===== src/rtl/adder_arb_pkg.sv =====
// Shared types and default constants for the round-robin shared adder.
package adder_arb_pkg;

    typedef enum logic [1:0] {
        IDLE = 2'b00,
        CALC = 2'b01,
        DONE = 2'b10
    } arb_state_t;

    localparam int              DEFAULT_WIDTH = 8;
    localparam int              DEFAULT_BW    = 2;
    localparam logic [7:0]      DEFAULT_BASE  = 8'hAE;

endpackage


===== src/rtl/add_core.sv =====
// Combinational adder: {carry, sum} = A + zero-extended B.
module add_core #(
    parameter int WIDTH = 8,
    parameter int BW    = 2
) (
    input  logic [WIDTH-1:0] a,
    input  logic [BW-1:0]    b,
    output logic [WIDTH-1:0] sum,
    output logic             carry
);

    logic [WIDTH:0] full_sum;

    assign full_sum = {1'b0, a} + {{(WIDTH + 1 - BW){1'b0}}, b};
    assign sum      = full_sum[WIDTH-1:0];
    assign carry    = full_sum[WIDTH];

endmodule


===== src/rtl/adder_arbiter.sv =====
// Round-robin arbiter serialising two requesters onto one shared adder,
// with registered operands and a valid/ready result stage.
module adder_arbiter
    import adder_arb_pkg::*;
#(
    parameter int               WIDTH = DEFAULT_WIDTH,
    parameter int               BW    = DEFAULT_BW,
    parameter logic [WIDTH-1:0] BASE  = WIDTH'(DEFAULT_BASE)
) (
    input  logic             clk,
    input  logic             reset,
    input  logic             req0,
    input  logic [WIDTH-1:0] a0,
    input  logic [BW-1:0]    b0,
    input  logic             use_base0,
    input  logic             req1,
    input  logic [WIDTH-1:0] a1,
    input  logic [BW-1:0]    b1,
    input  logic             use_base1,
    output logic             gnt0,
    output logic             gnt1,
    output logic             busy,
    output logic             res_valid,
    input  logic             res_ready,
    output logic [WIDTH-1:0] res_sum,
    output logic             res_carry,
    output logic             res_id
);

    arb_state_t       state_reg, state_next;
    logic             gnt0_reg, gnt1_reg;
    logic             rr_ptr_reg;
    logic [WIDTH-1:0] op_a_reg;
    logic [BW-1:0]    op_b_reg;
    logic             id_reg;
    logic             res_valid_reg;
    logic [WIDTH-1:0] res_sum_reg;
    logic             res_carry_reg;
    logic             res_id_reg;

    logic             grant_en;
    logic             winner;
    logic [WIDTH-1:0] core_sum;
    logic             core_carry;

    always_comb begin
        state_next = state_reg;
        grant_en   = 1'b0;
        winner     = 1'b0;
        case (state_reg)
            IDLE: begin
                if (req0 || req1) begin
                    grant_en   = 1'b1;
                    // Contention resolves to the pointer; otherwise the lone requester wins.
                    winner     = (req0 && req1) ? rr_ptr_reg : req1;
                    state_next = CALC;
                end
            end
            CALC:    state_next = DONE;
            DONE:    if (res_ready) state_next = IDLE;
            default: state_next = IDLE;
        endcase
    end

    add_core #(
        .WIDTH (WIDTH),
        .BW    (BW)
    ) u_add_core (
        .a     (op_a_reg),
        .b     (op_b_reg),
        .sum   (core_sum),
        .carry (core_carry)
    );

    always_ff @(posedge clk) begin
        if (reset) begin
            state_reg     <= IDLE;
            gnt0_reg      <= 1'b0;
            gnt1_reg      <= 1'b0;
            rr_ptr_reg    <= 1'b0;
            op_a_reg      <= '0;
            op_b_reg      <= '0;
            id_reg        <= 1'b0;
            res_valid_reg <= 1'b0;
            res_sum_reg   <= '0;
            res_carry_reg <= 1'b0;
            res_id_reg    <= 1'b0;
        end else begin
            state_reg <= state_next;
            gnt0_reg  <= grant_en && !winner;
            gnt1_reg  <= grant_en && winner;
            if (grant_en) begin
                op_a_reg   <= winner ? (use_base1 ? BASE : a1) : (use_base0 ? BASE : a0);
                op_b_reg   <= winner ? b1 : b0;
                id_reg     <= winner;
                rr_ptr_reg <= ~winner;
            end
            if (state_reg == CALC) begin
                res_sum_reg   <= core_sum;
                res_carry_reg <= core_carry;
                res_id_reg    <= id_reg;
                res_valid_reg <= 1'b1;
            end
            // Result fields stay put after the handshake; only valid drops.
            if (state_reg == DONE && res_ready) begin
                res_valid_reg <= 1'b0;
            end
        end
    end

    assign gnt0      = gnt0_reg;
    assign gnt1      = gnt1_reg;
    assign busy      = (state_reg != IDLE);
    assign res_valid = res_valid_reg;
    assign res_sum   = res_sum_reg;
    assign res_carry = res_carry_reg;
    assign res_id    = res_id_reg;

endmodule


===== config.mk =====
export PLATFORM = sky130hd
export DESIGN_NAME = adder_arbiter
export DESIGN_NICKNAME = d
export VERILOG_FILES = /design/src/rtl/adder_arb_pkg.sv /design/src/rtl/add_core.sv /design/src/rtl/adder_arbiter.sv
export SDC_FILE = /design/constraint.sdc
export NUM_CORES = 1
export LEC_CHECK = 0
export CAP_MARGIN = 20
export CELL_PAD_IN_SITES_DETAIL_PLACEMENT = 1
export CELL_PAD_IN_SITES_GLOBAL_PLACEMENT = 1
export CORE_AREA = 2 2 66 68
export CTS_BUF_LIST = sky130_fd_sc_hd__clkbuf_4 sky130_fd_sc_hd__clkbuf_8 sky130_fd_sc_hd__clkbuf_16
export CTS_CLUSTER_DIAMETER = 150
export DETAILED_ROUTE_END_ITERATION = 8
export DIE_AREA = 0 0 68 70
export PLACE_DENSITY = 0.77
export SETUP_SLACK_MARGIN = 0.02
export SYNTH_ARGS = -nofsm -noshare
export SYNTH_HDL_FRONTEND = slang
export SYNTH_SLANG_ARGS = --single-unit

===== constraint.sdc =====
create_clock -name clk -period 2.58 [get_ports clk]
set_input_delay 0.258 -clock clk [delete_from_list [all_inputs] [get_ports clk]]
set_output_delay 0.258 -clock clk [all_outputs]
set_load 0.01 [all_outputs]

==> impl_results.md <==
- Gr ovfl total: 0
- Crit Reg-Reg Startpoint: op_a_reg[0]$_SDFFE_PP0P_
- Antenna Nets Post-Route: 0
- Worst setup path class: flip-flop to flip-flop
- Cell Area, Placed: 0.00172 mm^2
- All-layer global routing usage: 17.0%
- Worst r2r path cells: 6
- P&R area growth vs syn: 38.1%
- Initial antenna violation count: 0
- Worst-Skew Late Latency: 0.27 ns
- CP delay by family, top: simple AND/OR/NAND/NOR gates
- PnR Total Power: 0.956 mW
- Die height: 70 um
- Met2 routed WL: 1900 um
- Sink of the worst hold path: res_sum[2]$_SDFFE_PP0N_
- RSZ-0062 raised after global routing: false
- Layout cell share with drive strength beyond 1: 7.57%
- Reg clk slew, reported paths: 0.09 ns
- Most instantiated cells after synthesis: dfxtp_1 (27), nor2_1 (12), nand2_1 (11)
- Slowest stage delay, CP: 0.55 ns
- Main area contributors after synthesis: dfxtp_1 (42%), o21ai_0 (3.9%), nor2_1 (3.5%)
- Post-Syn Area: 0.00128 mm^2
- Async SR Flop Fraction: 0%
- Hold Crit Start: res_sum[2]$_SDFFE_PP0N_
- Setup slack, reg-to-reg: 0.60 ns
- CP endpoint kind: flip-flop
- CP Max Fanout: 4
- CTS sink cnt: 27
- Arr. time, crit path: 2.18 ns
- Worst Path Required: around 2.8 ns
- Pin count of the biggest net entering global routing: 29
- Vias in the first global route: 1,326
- DR vias: 1,236
- Post-cts hold buffer count: 0
- Syn_area_per_cell: between 8 and 9 um^2
- Max rail drop VDD: 190 uV
- Setup tns final: 0 ns
- Synth Register Bits: 27
- Area leader, netlist: dfxtp_1
- Core Footprint: 0.00414 mm^2
- Metal-1 WL: 1520 um
- Die ar.: 0.00476 mm^2
- Synth cell types: 36
- # diodes: 0
- Synthesized instance count: 147
- Outcome: finished, final reports clean
- CP Launch Type: flip-flop
- Post-synth net total: about 180
- Routed WL: 3600 um
- DR top layer: met4
- Num ports: 41
- Register area share after synthesis: 42.2%
- Final Wtd Congestion: 0.800
- CTS tree: done
- Tightest Pin Transition: 0.792 ns
- Final non-filler cell total: 237
- Worst path bufs/invs: 1
- Min Tclk post-route: 1.98 ns
- End of the worst register-to-register path: res_carry$_SDFFE_PP0N_
- Slew Limit Fails: 0
- Number of buffers created by CTS: 3
- Setup Fix Bufs, Post-CTS: 0
- DR iter-0 viols: 37
- Worst path cell trace: ha_1 > inv_1 > fa_1 > nand3b_1 > or4_1 > a21oi_1
- Root buf cell: clkbuf_8
- Post-CTS resize count: 0
- DR vias/cell: 5.22
- Final net count: 216
- Worst path slowest cell: or4_1
- CTS Buffer Depth: 2
- Area fraction of the dominant cell type after synthesis: 42.2%
- Post-synth top flop: dfxtp_1
- Worst Skew: about 0.0030 ns
- Worst hold path class: flip-flop to flip-flop
- Pwr per Cell Area: 541 mW/mm^2
- P_leak: 0.594 nW
- Count leader, synth: dfxtp_1
- Synth Warn #: 0
- Die width: 68 um
- IO buf count: 40
- Metal3 WL: 111 um
- Residual DRC: 0
- EDFF count, synth: 0
- Initial Util: 30.9%
- Maxcap violations: 0
- Avg WL per Cell: about 15 um
- Dpl hpwl: 2890 um
- Drt first pass iters: 2
- First-pass GRT wire length: 6200 um
- Rows: 24
- Critical path depth: 6
- Fmax: about 500 MHz
- H-tree depth: 1
- Placed instance count: 233
- Period utilisation layout: 76.8%
- Cell area after layout: 0.00177 mm^2
- # setup viols final: 0
- Hold Vio Cnt, Final: 0
- Worst hold path stage count: 2
- Slew HR: 47.1%
worst reg2reg max path: stages, from the launching register on:
cell	delay [ns]
dfxtp_1	0.35
ha_1	0.17
inv_1	0.06
fa_1	0.39
nand3b_1	0.24
or4_1	0.55
a21oi_1	0.16
final cells by class:
type / count / area [um^2]
fill: 485 / 2380
tap: 52 / 65.1
timing repair buffer: 42 / 415
clock buffer: 4 / 48.8
sequential: 27 / 541
multi-input combinational: 108 / 683
inverter: 4 / 15.0
power by group:
| part | total, mW | switching, mW | internal (mW) | leakage [nW] |
|---|---|---|---|---|
| combinational | 0.217 | 0.0999 | 0.117 | 0.346 |
| clock | 0.249 | 0.128 | 0.121 | 0.0262 |
| sequential | 0.491 | 0.0363 | 0.454 | 0.222 |
| total | 0.956 | 0.264 | 0.692 | 0.594 |
worst max-delay path by stage:
stage	startpoint	endpoint	slack, ns
final	op_a_reg[0]$_SDFFE_PP0P_	res_carry$_SDFFE_PP0N_	0.60
after global routing	op_a_reg[0]$_SDFFE_PP0P_	res_carry$_SDFFE_PP0N_	0.49
after CTS	state_reg[1]$_SDFFE_PP0P_	busy	0.58
after detailed placement	op_a_reg[0]$_SDFFE_PP0P_	res_carry$_SDFFE_PP0N_	0.60
after global placement	req1	op_a_reg[5]$_SDFFE_PP0P_	0.76
after floorplan	op_a_reg[0]$_SDFFE_PP0P_	res_carry$_SDFFE_PP0N_	0.80
layer usage:
layer | track usage [%] | vias up
met4 | 6.67 | 0
li1 | - | 616
met3 | 2.58 | 9
met5 | 0 | -
met1 | 19.7 | 585
met2 | 30.2 | 26
logic make-up (layout without fill, tap and decap cells):
group           after synthesis  in the layout  synth area share [%]
compound gates               38             38                  19.6
xor+xnor                      2              2                  1.37
fa+ha+maj                     3              3                  3.52
buf+inv                      12             50                  4.40
flops                        27             27                  42.2
simple gates                 65             65                  28.8
cells in the final DEF (no fill, tap or decap), types with 4 or more instances in the layout:
| cell type | instances |
|---|---|
| nor2_1 | 12 |
| nand2_1 | 11 |
| dfxtp_1 | 27 |
| nand3b_1 | 4 |
| a31oi_1 | 6 |
| a21oi_1 | 7 |
| inv_1 | 4 |
| nand3_1 | 8 |
| o21ai_0 | 10 |
| or2_2 | 4 |
| nor4_1 | 4 |
| clkdlybuf4s50_1 | 40 |
| a221o_1 | 4 |
per-stage QoR:
step | hold slack (ns) | worst slack [ns] | utilization, %
2_1_floorplan | 0.420 | 0.801 | -
3_3_place_gp | 0.444 | 0.757 | 41.5
3_5_place_dp | 0.448 | 0.601 | 41.5
4_1_cts | 0.463 | 0.577 | 42.7
5_1_grt | 0.493 | 0.487 | 42.7
6_report | 0.459 | 0.597 | 42.7
(Power assumes the default switching activity.)
